<file path="config.mk">
export PLATFORM = sky130hd
export DESIGN_NAME = quad_step_decoder
export DESIGN_NICKNAME = d
export VERILOG_FILES = /design/src/rtl/quad_step_decoder.sv
export SDC_FILE = /design/constraint.sdc
export NUM_CORES = 1
export LEC_CHECK = 0
export BUFFER_PORTS_ARGS = -buffer_cell sky130_fd_sc_hd__buf_2
export CORE_UTILIZATION = 33
export CTS_BUF_LIST = sky130_fd_sc_hd__clkbuf_8
export DETAILED_ROUTE_END_ITERATION = 16
export PLACE_DENSITY = 0.51
export SETUP_SLACK_MARGIN = 0.1
export SYNTH_ARGS = -nofsm -noshare
export SYNTH_HDL_FRONTEND = slang
export SYNTH_SLANG_ARGS = --single-unit
</file>
<file path="constraint.sdc">
create_clock -name clk -period 3.3 [get_ports clk]
set_input_delay 0.165 -clock clk [delete_from_list [all_inputs] [get_ports clk]]
set_output_delay 0.165 -clock clk [all_outputs]
set_load 0.005 [all_outputs]
</file>
<file path="src/rtl/quad_step_decoder.sv">
// Quadrature A/B front end: two-flop sync, per-channel glitch filter, Gray-code
// step/direction decode with illegal-transition flagging and a wrap-around position.
module quad_step_decoder #(
    parameter int unsigned WIDTH         = 8,
    parameter int unsigned FILTER_CYCLES = 4
) (
    input  logic             clk,
    input  logic             rst_n,
    input  logic             ena,
    input  logic             quad_a,
    input  logic             quad_b,
    input  logic             hold,
    input  logic             clear,
    output logic             step,
    output logic             dir,
    output logic             err,
    output logic             err_sticky,
    output logic             ready,
    output logic [WIDTH-1:0] position
);

    localparam int unsigned CNT_W  = 4;
    localparam int unsigned INIT_W = 5;
    localparam logic [CNT_W-1:0]  FILT_LAST = CNT_W'(FILTER_CYCLES);
    localparam logic [INIT_W-1:0] INIT_LAST = INIT_W'(FILTER_CYCLES + 1);

    typedef enum logic [0:0] {
        ST_INIT  = 1'b0,
        ST_TRACK = 1'b1
    } state_e;

    // Channel vectors are packed {A, B}: bit 1 = A, bit 0 = B.
    logic [1:0]            sync1_q, sync1_d;
    logic [1:0]            sync2_q, sync2_d;
    logic [1:0]            filt_q, filt_d;
    logic [1:0][CNT_W-1:0] flt_cnt_q, flt_cnt_d;
    logic [1:0]            prev_q, prev_d;
    logic [INIT_W-1:0]     init_cnt_q, init_cnt_d;
    state_e                state_q, state_d;
    logic                  step_q, step_d;
    logic                  dir_q, dir_d;
    logic                  err_q, err_d;
    logic                  sticky_q, sticky_d;
    logic                  ready_q, ready_d;
    logic [WIDTH-1:0]      pos_q, pos_d;

    logic [1:0]            delta_c;
    logic                  up_c;
    logic [CNT_W-1:0]      cnt_inc_c [2];

    // Synchroniser always samples, even while disabled.
    always_comb begin
        sync1_d = {quad_a, quad_b};
        sync2_d = sync1_q;
    end

    // Filter: a channel only follows the synced level after FILTER_CYCLES mismatching cycles.
    always_comb begin
        filt_d    = filt_q;
        flt_cnt_d = flt_cnt_q;
        for (int i = 0; i < 2; i++) begin
            cnt_inc_c[i] = CNT_W'(flt_cnt_q[i] + CNT_W'(1));
            if (ena) begin
                if (sync2_q[i] != filt_q[i]) begin
                    if (cnt_inc_c[i] == FILT_LAST) begin
                        filt_d[i]    = sync2_q[i];
                        flt_cnt_d[i] = '0;
                    end else begin
                        flt_cnt_d[i] = cnt_inc_c[i];
                    end
                end else begin
                    flt_cnt_d[i] = '0;
                end
            end
        end
    end

    // Exactly one bit changed: up when previous A differs from current B.
    assign delta_c = prev_q ^ filt_q;
    assign up_c    = prev_q[1] ^ filt_q[0];

    // Decode FSM: INIT lets the filters settle, TRACK decodes transitions.
    always_comb begin
        state_d    = state_q;
        init_cnt_d = init_cnt_q;
        prev_d     = prev_q;
        step_d     = 1'b0;
        err_d      = 1'b0;
        dir_d      = dir_q;
        sticky_d   = sticky_q;
        ready_d    = ready_q;
        pos_d      = pos_q;

        case (state_q)
            ST_INIT: begin
                ready_d = 1'b0;
                if (ena) begin
                    if (init_cnt_q == INIT_LAST) begin
                        state_d    = ST_TRACK;
                        init_cnt_d = '0;
                        prev_d     = filt_q;
                        ready_d    = 1'b1;
                    end else begin
                        init_cnt_d = INIT_W'(init_cnt_q + INIT_W'(1));
                    end
                end
            end
            ST_TRACK: begin
                ready_d = 1'b1;
                if (ena) begin
                    prev_d = filt_q;
                    if (delta_c == 2'b11) begin
                        err_d    = 1'b1;
                        sticky_d = 1'b1;
                    end else if (delta_c != 2'b00) begin
                        step_d = 1'b1;
                        dir_d  = up_c;
                        if (!hold) begin
                            pos_d = up_c ? WIDTH'(pos_q + WIDTH'(1))
                                         : WIDTH'(pos_q - WIDTH'(1));
                        end
                    end
                end
            end
            default: begin
                state_d    = ST_INIT;
                init_cnt_d = '0;
                ready_d    = 1'b0;
            end
        endcase

        if (clear) begin
            pos_d    = '0;
            sticky_d = 1'b0;
        end
    end

    always_ff @(posedge clk or negedge rst_n) begin
        if (!rst_n) begin
            sync1_q    <= '0;
            sync2_q    <= '0;
            filt_q     <= '0;
            flt_cnt_q  <= '0;
            prev_q     <= '0;
            init_cnt_q <= '0;
            state_q    <= ST_INIT;
            step_q     <= 1'b0;
            dir_q      <= 1'b0;
            err_q      <= 1'b0;
            sticky_q   <= 1'b0;
            ready_q    <= 1'b0;
            pos_q      <= '0;
        end else begin
            sync1_q    <= sync1_d;
            sync2_q    <= sync2_d;
            filt_q     <= filt_d;
            flt_cnt_q  <= flt_cnt_d;
            prev_q     <= prev_d;
            init_cnt_q <= init_cnt_d;
            state_q    <= state_d;
            step_q     <= step_d;
            dir_q      <= dir_d;
            err_q      <= err_d;
            sticky_q   <= sticky_d;
            ready_q    <= ready_d;
            pos_q      <= pos_d;
        end
    end

    assign step       = step_q;
    assign dir        = dir_q;
    assign err        = err_q;
    assign err_sticky = sticky_q;
    assign ready      = ready_q;
    assign position   = pos_q;

endmodule

</file>
== Word-level counts from Yosys, hierarchy flattened ==
Index checks and enable logic that the tools add are counted.

* Input port bits: 7
* Output and inout port bits: 13
* Bits in registers: 35
* Logic and storage cells: 78

* Reduce and logical (&&, ||, !) cells: 12
* Multiplexer cells: 31
* Equal/unequal tests: 11
* $add $sub $neg: 5
* Bitwise gates (word level): 4

{| class="wikitable"
|+ Operators by type and width
! operator !! number
|-
| 2-to-1 mux 8 bit || 7
|-
| 2-to-1 mux 4 bit || 4
|-
| 2-to-1 mux 1 bit || 14
|-
| AND reduction 3 bit || 4
|-
| nonzero test 2 bit || 5
|-
| adder 4 x 1 -> 4 bit, second input constant || 2
|-
| adder 8 x 1 -> 8 bit, second input constant || 1
|-
| == test 4 x 3 -> 1 bit, second input constant || 2
|-
| != test 2 bit, second input constant || 4
|-
| subtractor 8 x 1 -> 8 bit, second input constant || 1
|-
| 2-to-1 mux 2 bit || 3
|-
| adder 5 x 1 -> 5 bit, second input constant || 1
|-
| == test 5 x 3 -> 1 bit, second input constant || 1
|-
| 2-to-1 mux 5 bit || 1
|-
| AND reduction 5 bit || 1
|-
| case mux 2 bit (2 select lines) || 1
|-
| AND reduction 4 bit || 1
|-
| == test 2 bit, second input constant || 1
|-
| != test 1 bit || 2
|-
| != test 2 x 1 -> 1 bit, second input constant || 1
|-
| NOT 1 bit || 2
|-
| case mux 1 bit (2 select lines) || 1
|-
| AND reduction 2 bit || 1
|-
| bitwise XOR 2 bit || 1
|-
| bitwise XOR 1 bit || 1
|}

== Logic depth before layout (Yosys ltp) ==
Gate-level depths: netlist (run 1).

* Depth after elaboration: 8
* Depth in mapped cells: 9
* Gate-level depth less buffers: 8

== Worst setup path after synthesis (run 1) ==
No wires, ideal clock.

* Path kind: reg2reg
* From: register filt_q[0]
* To: register pos_q[7], in the netlist position[7]
* Setup time: 0.125 ns
* Period minus slack after synthesis: 2.315 ns
* Arrival time: 2.190 ns
* Required time: 3.175 ns
* Cell stages (with the launch flop): 10
* Path buffers: 1
* Path slack: 0.985 ns
* Cells stage by stage: dfrtp_1 -> xor2_2 -> inv_2 -> buf_6 -> ha_1 -> and4_2 -> a41oi_2 -> a22oi_1 -> o211a_1 -> mux2_4

* Word-level cells in the longest chain between the ends: 8
* Elaborated cells on any way between the ends: 14
* Those cells by class: 2 x eq/ne; 7 x mux; 2 x bitwise; 3 x reduce/logical

{| class="wikitable"
|+ Ends and longest elaborated chain
! element !! line !! text
|-
| start, declared || 35 || <nowiki>logic [1:0] filt_q, filt_d;</nowiki>
|-
| start signal, assigned || 156 || <nowiki>filt_q <= filt_d;</nowiki>
|-
| bitwise XOR 1 bit || 80 || <nowiki>assign up_c = prev_q[1] ^ filt_q[0];</nowiki>
|-
| 2-to-1 mux 8 bit || 119 || <nowiki>pos_d = up_c ? WIDTH'(pos_q + WIDTH'(1))</nowiki>
|-
| 2-to-1 mux 8 bit || 118 || <nowiki>if (!hold) begin</nowiki>
|-
| 2-to-1 mux 8 bit || 115 || <nowiki>end else if (delta_c != 2'b00) begin</nowiki>
|-
| 2-to-1 mux 8 bit || 112 || <nowiki>if (delta_c == 2'b11) begin</nowiki>
|-
| 2-to-1 mux 8 bit || 110 || <nowiki>if (ena) begin</nowiki>
|-
| 2-to-1 mux 8 bit || 94 || <nowiki>case (state_q)</nowiki>
|-
| 2-to-1 mux 8 bit || 132 || <nowiki>if (clear) begin</nowiki>
|-
| end signal, assigned || 166 || <nowiki>pos_q <= pos_d;</nowiki>
|-
| end, declared || 45 || <nowiki>logic [WIDTH-1:0] pos_q, pos_d;</nowiki>
|}

Parallel ways exist; a longest one is shown, timed or not. The select of a mux whose other input is x is not followed.
A chain may end at the register's enable or synchronous reset.

== Worst setup path after layout (run 1) ==
Same ends and word-level chain as after synthesis.

==> impl_metrics.yaml, run 1 <==
outcome:
  status: "complete, no violations"
logic_synthesis:
  postSynthAreaPerCell_um2: 10.7
  synth_seq_area_share: 0.470
  synth_top_area_frac: 0.470
  async_flop_share: 1.00
  yosys_warnings: 0
  yosys-top-cells-area: "dfrtp_1 (47%), ha_1 (6.9%), xnor2_1 (3.9%), nor2_1 (3.1%), mux2_1 (2.5%)"
  ys_seq_elements: 34
  synth_edf_count: 0
  yosysTopAreaCell: "dfrtp_1"
  synth_cell_types: 49
  syn_inst: 169
  synth.cell_area_um2: 1810
  synth_nets: 186
  synth-main-ff-cell: "dfrtp_1"
clock_network:
  numCtsBuffers: 5
  cts_max_level: 2
  cts_buffer_depth: 2
  root_buffer: "clkbuf_8"
  cts.repair.resized: 0
  clk_pin_slew_ps: 70
  clock-sinks: 34
  cts_tree: "built"
  clk_latency_ps: 290
timing:
  rsz0062_at_grt: "no"
  setup_viol: 0
  max_slew_margin: 0.486
  drv_slew: 0
  post-route-period-util: 0.744
  period_needed_ps: 2460
  fmax_mhz: 407
  worst_pin_slew_ps: 771
  finalWorstSetupSlack_ps: 845
  hold_viol_final: 0
  tns_ps: 0
  skew_ps: 4.47
worst_setup_path:
  r2r-start: "filt_q[0]"
  cpMaxStageDelayCell: "dfrtp_1"
  setup.reg_to_reg.worst_slack_ps: 840
  critPathTopFamily: "compound AO/OA/AOI/OAI gates"
  crit_chain: "xor2_2, inv_2, ha_1, and4_2, a41oi_2, a22oi_1, o211a_1, mux2_4"
  r2r-end: "position[7]"
  end_kind: "register"
  path_depth: 8
  cp-start-kind: "register"
  slowest_delay_ps: 460
  required_ps: 3480
  critPathKind: "reg2reg"
  cp.arrival_ps: 2630
  worst-path-buf-inv: 1
  rr_worst_depth: 8
  crit_fanout: 13
finish:
  final_nets: 210
  finalNonFillerCells: 264
  fin_util: 0.399
  fillers: 533
  area_growth_pct: 14.7
  drive_above_1_share: 0.186
  final_area_um2: 2080
  diodes: 0
placement:
  portBuffers: 19
  place_area_um2: 1950
  gp_congestion: 0.802
  dp_slack_ps: 853
  place_inst: 253
  dpl.hpwl_um: 2460
detailed_routing:
  drtAntennaViolNets: 0
  num_vias: 1353
  drc: 0
  wirelength_um: 3500
  first_pass_iters: 4
  wl_per_cell_um: 13.3
  via_per_inst: 5.13
  drt_iter0_drc: 70
global_route:
  grt_usage: 0.135
  grt_overflow: 0
  antenna_found_initial: 0
  grt_pass1_wl_um: 6130
  grt_max_degree: 35
  grt_pass1_vias: 1343
worst_hold_path:
  hold_path_class: "in2reg"
  hold-path-cell-count: 2
  hold_start: "clear"
  min_to: "position[1]"
die:
  core_area_um2: 5200
  fp.dieH_um: 76.1
  initial_utilization: 0.348
  io_pins: 20
  die-width_um: 76.1
  row_count: 26
  die_area_um2: 5790
pwr:
  cellPowerDensity_nw_per_um2: 908
  p_leak_nw: 0.966
  irDropWorstVdd_mv: 0.374
job:
  max_cap_viol_count: 0
[placed cells by master, fill, tap and decap left out, types with 3 or more instances in the layout]
cell type | Yosys | final
mux2_1 | 4 | 4
a21o_1 | 3 | 3
a21oi_1 | 7 | 7
buf_2 | 1 | 19
nand3_1 | 4 | 4
nand2_1 | 8 | 8
dfrtp_1 | 34 | 34
o21ai_1 | 7 | 7
dlygate4sd3_1 | 0 | 3
xnor2_1 | 8 | 8
nor2_1 | 15 | 15
clkbuf_8 | 0 | 6
inv_1 | 7 | 7
ha_1 | 10 | 10
nor3_1 | 6 | 6
xor2_1 | 3 | 3
[layer usage]
metal / up-vias / global-route usage / routed length, um / share of wire
met4: 0 / 0.0577 / 65 / 0.019
li1: 665 / - / - / -
met3: 7 / 0.0407 / 125 / 0.036
met1: 657 / 0.149 / 1600 / 0.46
met2: 24 / 0.239 / 1720 / 0.49
met5: - / 0 / 0 / 0
[cell type report]
type                    instances  area, um^2  area share
clock inverters                 2        12.5     0.00603
clock buffers                   6        82.6      0.0398
flip-flops and latches         34         851       0.410
well taps                      70        87.6      0.0422
multi-input cells             121         883       0.426
inverters                       9        33.8      0.0163
repair buffers                 22         125      0.0603
[synthesized netlist by cell type (3+ instances only)]
| library cell | instances |
|---|---|
| a21o_1 | 3 |
| a21oi_1 | 7 |
| buf_6 | 3 |
| dfrtp_1 | 34 |
| ha_1 | 10 |
| inv_1 | 7 |
| mux2_1 | 4 |
| nand2_1 | 8 |
| nand3_1 | 4 |
| nor2_1 | 15 |
| nor3_1 | 6 |
| o21ai_1 | 7 |
| xnor2_1 | 8 |
| xor2_1 | 3 |
[state kept, by name, summed over array words and instances, names as in the netlist, 2 cells and up]
signal,cells
flt_cnt_q,8
filt_q,2
prev_q,2
position,8
sync1_q,2
init_cnt_q,5
sync2_q,2
[kinds of logic (layout without fill, tap and decap cells)]
kind of cell	after synthesis	count (layout)	share of synthesized area
mux	5	5	0.0332
xor+xnor	12	12	0.0622
compound gates	43	43	0.170
flops	34	34	0.470
simple gates	51	51	0.153
buf+inv	14	39	0.0422
fa+ha+maj	10	10	0.0691
[worst reg2reg max path, delay by kind of cell (launching register included)]
kind            cells  cell delay, ps
xor+xnor            1             280
compound gates      3             490
mux                 1             290
simple gates        1             270
fa+ha+maj           1             380
buf+inv             1             170
flops               1             460
[how the worst max path moves through the flow]
stage,start,end
6_report,filt_q[0],position[7]
5_1_grt,filt_q[0],position[7]
4_1_cts,filt_q[0],position[7]
3_5_place_dp,filt_q[0],position[7]
3_3_place_gp,filt_q[0],position[7]
2_1_floorplan,filt_q[0],position[7]
[where the power goes]
part	total (mW)	internal (mW)	leakage [nW]	switching [mW]
clock	0.332	0.168	0.0472	0.165
sequential	0.696	0.549	0.440	0.147
combinational	0.856	0.408	0.479	0.448
[through the flow]
step | power [mW] | hold slack (ps)
after floorplan | 1.39 | -131
after global routing | 2.05 | 217
after global placement | 1.54 | 273
final | 1.88 | 194
after CTS | 1.90 | 195
after detailed placement | 1.57 | 275
[what timing repair did]
action	4_1_cts	5_1_grt
hold endpoints to repair	36	0
endpoints found under the setup margin	0	0
hold buffers	3	0
setup buffers	0	0
Note: power is estimated with default switching activity, not from simulation.
==> inputs of run 2 (changes only) <==
==> constraint.sdc (replaced) <==
create_clock -name clk -period 2.3 [get_ports clk]
set_input_delay 0.115 -clock clk [delete_from_list [all_inputs] [get_ports clk]]
set_output_delay 0.115 -clock clk [all_outputs]
set_load 0.005 [all_outputs]
==> run 2 against run 1 <==
Non-clock buffer count is 6 higher. Clock power increased by 58%. Cell area up 5.8%. Final cell count rose by 2.3%. Via count fell by 0.30%. Register-to-register slack lost 740 ps. Worst setup slack worse by 740 ps. Power is 61% higher. Combinational power increased by 75%. Clock-buffer cell count is 1 lower. Highest routed layer unchanged.
==> impl_metrics.yaml, run 2 (synthesis gave the netlist of run 1 again) <==
outcome:
  status: "complete, no violations"
die:
  fp.dieH_um: 76.1
  die-width_um: 76.1
  initial_utilization: 0.348
  core_area_um2: 5200
  io_pins: 20
  row_count: 26
  die_area_um2: 5790
finish:
  mostFrequentLayoutCell: "dfrtp_1"
  layout_common_cells: "dfrtp_1 (32), buf_2 (19), nor2_1 (15)"
  diodes: 0
  final_nets: 216
  drive_above_1_share: 0.240
  fin_util: 0.422
  area_growth_pct: 21.3
  final_area_um2: 2200
  finalNonFillerCells: 270
timing:
  drv_slew: 0
  skew_ps: 7.65
  worst_pin_slew_ps: 785
  fin_hold_ws_ps: 173
  post-route-period-util: 0.953
  setup_viol: 0
  hold_viol_final: 0
  max_slew_margin: 0.477
  period_needed_ps: 2190
  rsz0062_at_grt: "yes"
  fmax_mhz: 456
pwr:
  intPower_mw: 1.86
  p_comb_frac: 0.495
  power_frac_clock: 0.173
  swShare: 0.386
  p_switching_mw: 1.17
  power.total_mw: 3.03
  cellPowerDensity_nw_per_um2: 1380
  p_leak_nw: 1.01
  irDropWorstVdd_mv: 0.546
  seqPwrFrac: 0.332
clock_network:
  clk_latency_ps: 280
  numCtsBuffers: 5
  cts_buffer_depth: 2
  cts_max_level: 2
  cts_tree: "built"
  clk_pin_slew_ps: 70
  root_buffer: "clkbuf_8"
  clock-sinks: 34
global_route:
  grt_overflow: 0
  grt_max_degree: 35
  grt_pass1_vias: 1421
  antenna_found_initial: 0
  grt_pass1_wl_um: 6480
  grt_usage: 0.141
worst_setup_path:
  cp.arrival_ps: 2350
  r2r-start: "filt_q[0]"
  setup.worst_path.end: "position[7]"
  r2r-end: "position[7]"
  required_ps: 2460
  cp-startpoint: "filt_q[0]"
  crit_fanout: 8
  setup.reg_to_reg.worst_slack_ps: 110
  cp-start-kind: "register"
  rr_worst_depth: 8
  end_kind: "register"
  critPathKind: "reg2reg"
detailed_routing:
  wl_per_cell_um: 13.7
  drc: 0
  first_pass_iters: 4
  num_vias: 1349
  via_per_inst: 5.00
  drt_iter0_drc: 56
  drtAntennaViolNets: 0
  wirelength_um: 3700
worst_hold_path:
  hold_path_class: "in2reg"
placement:
  dpl.hpwl_um: 2630
  gp_congestion: 0.827
  portBuffers: 19
  place_inst: 258
  place_area_um2: 2020
job:
  max_cap_viol_count: 0
-- run 2: how the worst min path moves through the flow --
stage	cells past startpoint	to	start
after floorplan	0	dir	rst_n
after global placement	1	sync1_q[0]	quad_b
after CTS	2	position[5]	clear
after detailed placement	1	sync1_q[0]	quad_b
final	2	position[5]	clear
after global routing	2	position[0]	clear
-- run 2: layout make-up --
type	count	area, um^2
clock buffers	5	68.8
repair buffers	28	170
inverters	9	36.3
multi-input cells	121	942
flip-flops and latches	34	853
fillers	504	3010
well taps	70	87.6
clock inverters	3	37.5
-- run 2: through the flow --
step | worst slack [ps] | setup TNS, ps
4_1_cts | 87.7 | 0
3_5_place_dp | -1.55 | -1.55
6_report | 108 | 0
2_1_floorplan | 66.8 | 0
5_1_grt | -42.0 | -42.0
3_3_place_gp | 40.7 | 0
-- run 2: metal layers --
layer  global-route usage  vias to the layer above  part of all wire
met3               0.0299                        7             0.032
li1                     -                      666                 -
met4               0.0596                        0             0.013
met2                0.249                       25              0.51
met5                    0                        -                 0
met1                0.166                      651              0.44
-- run 2: critical path: stages, from the launching register on --
cell and delay [ps]:
dfrtp_2 450, xor2_4 230, inv_4 100, ha_4 300, and4_4 220, a41oi_2 110
a22oi_1 180, o211a_1 190, mux2_4 290
-- run 2: what timing repair did --
action                                  CTS  global route
pin swaps                                 1             1
endpoints found under the setup margin    2             4
setup buffers                             1             0
hold buffers                              3             0
hold endpoints to repair                 36             0
resized for setup                         4             3
-- run 2: power by group through the flow --
stage	combinational, mW	sequential, mW	clock [mW]
after CTS	1.48	1.00	0.549
after detailed placement	1.42	1.00	0
after global routing	1.70	1.04	0.573
after global placement	1.37	0.990	0
final	1.50	1.01	0.526
after floorplan	1.10	0.967	0
==> inputs of run 3 (changes only) <==
==> constraint.sdc (replaced) <==
create_clock -name clk -period 2.7 [get_ports clk]
set_input_delay 0.135 -clock clk [delete_from_list [all_inputs] [get_ports clk]]
set_output_delay 0.135 -clock clk [all_outputs]
set_load 0.005 [all_outputs]
==> run 3 against run 2 <==
Cell area shrank 3.9%. Maximum frequency fell by 10%. Utilization fell by 1.7 points. Clock-buffer cell count stayed put. Final cell count down 1.9%. Critical endpoint unchanged. Largest cell class unchanged. Highest routed layer unchanged.
==> impl_metrics.yaml, run 3 (synthesis gave the netlist of run 1 again) <==
placement:
  portBuffers: 19
  dpl.hpwl_um: 2560
  gp_congestion: 0.799
  place_area_um2: 1960
clock_network:
  postCtsSetupBuffers: 0
  clock-sinks: 34
  root_buffer: "clkbuf_8"
  cts_max_level: 2
  clk_latency_ps: 280
  cts_buffer_depth: 2
  cts_tree: "built"
  numCtsBuffers: 5
  clk_pin_slew_ps: 70
timing:
  fmax_mhz: 410
  tns_ps: 0
  rsz0062_at_grt: "no"
  hold_viol_final: 0
  drv_slew: 0
  max_slew_margin: 0.479
  period_needed_ps: 2440
  worst_pin_slew_ps: 782
  setup_viol: 0
  post-route-period-util: 0.903
  skew_ps: 3.56
die:
  row_count: 26
  die-width_um: 76.1
  die_area_um2: 5790
  fp.dieH_um: 76.1
  io_pins: 20
  initial_utilization: 0.348
  core_area_um2: 5200
finish:
  area_growth_pct: 16.5
  final_area_um2: 2110
  mostFrequentLayoutCell: "dfrtp_1"
  diodes: 0
  final_nets: 211
  layout_common_cells: "dfrtp_1 (33), buf_2 (19), nor2_1 (15)"
  drive_above_1_share: 0.190
worst_setup_path:
  cpMaxStageDelayCell: "dfrtp_1"
  crit_chain: "xor2_4, inv_2, ha_2, and4_2, a41oi_2, a22oi_1, o211a_1, mux2_4"
  critPathKind: "reg2reg"
  end_kind: "register"
  slowest_delay_ps: 460
  crit_fanout: 13
  required_ps: 2860
  cp-start-kind: "register"
  critPathTopFamily: "compound AO/OA/AOI/OAI gates"
  cp.arrival_ps: 2600
  worst-path-buf-inv: 1
detailed_routing:
  drc: 0
  first_pass_iters: 4
  drtAntennaViolNets: 0
  drt_iter0_drc: 50
  via_per_inst: 5.18
  wirelength_um: 3550
  wl_per_cell_um: 13.4
  num_vias: 1374
global_route:
  grt_pass1_wl_um: 6250
  use_met3: 0.0395
  grt_usage: 0.137
  grt_pass1_vias: 1360
  grt_max_degree: 35
  grt_use_met2: 0.241
  grt_overflow: 0
  antenna_found_initial: 0
  top_usage_layer: "met2"
  grt_util_met1: 0.160
outcome:
  status: "complete, no violations"
pwr:
  cellPowerDensity_nw_per_um2: 1130
  irDropWorstVdd_mv: 0.454
  p_leak_nw: 0.984
job:
  max_cap_viol_count: 0
worst_hold_path:
  hold_path_class: "in2reg"
==> run 3: through the flow <==
stage	setup slack (ps)	hold WS (ps)	std cells	power (mW)	util
final	262	180	265	2.38	0.405
after global routing	123	195	265	2.61	0.405
after CTS	178	170	265	2.40	0.402
after detailed placement	192	244	254	1.93	0.376
after global placement	283	243	254	1.89	0.376
after floorplan	385	-161	169	1.70	-
==> run 3: area by class of cell <==
type / count / area [um^2]
multi-input cells: 121 / 897
well taps: 70 / 87.6
flip-flops and latches: 34 / 852
fillers: 552 / 3100
clock inverters: 3 / 37.5
inverters: 9 / 33.8
clock buffers: 5 / 68.8
repair buffers: 23 / 133
==> run 3: power breakdown <==
part,internal [mW],switching [mW]
clock network,0.269,0.178
logic,0.518,0.559
registers,0.672,0.187
total,1.46,0.924
==> run 3: path summary, 6_finish.rpt <==
check | startpoint | to | slack [ps] | cells after the start
setup reg to reg | prev_q[1] | position[7] | 260 | 8
max in group asynchronous | rst_n | filt_q[0] | 1680 | 2
hold reg to reg | sync1_q[0] | sync2_q[0] | 360 | 0
setup / recovery | prev_q[1] | position[7] | 260 | 8
hold / removal | clear | position[1] | 180 | 2
min in group asynchronous | rst_n | position[0] | 460 | 2
==> run 3: per-layer routing <==
metal | vias to the layer above | share of wire
li1 | 665 | -
met1 | 673 | 0.45
met2 | 34 | 0.51
met3 | 2 | 0.034
met4 | 0 | 0.0065
met5 | - | 0
==> run 3: what timing repair did <==
item | CTS | global route
gates resized for setup | 0 | 3
hold buffers | 3 | 0
endpoints found under the setup margin | 0 | 1
endpoints found under the hold margin | 36 | 0
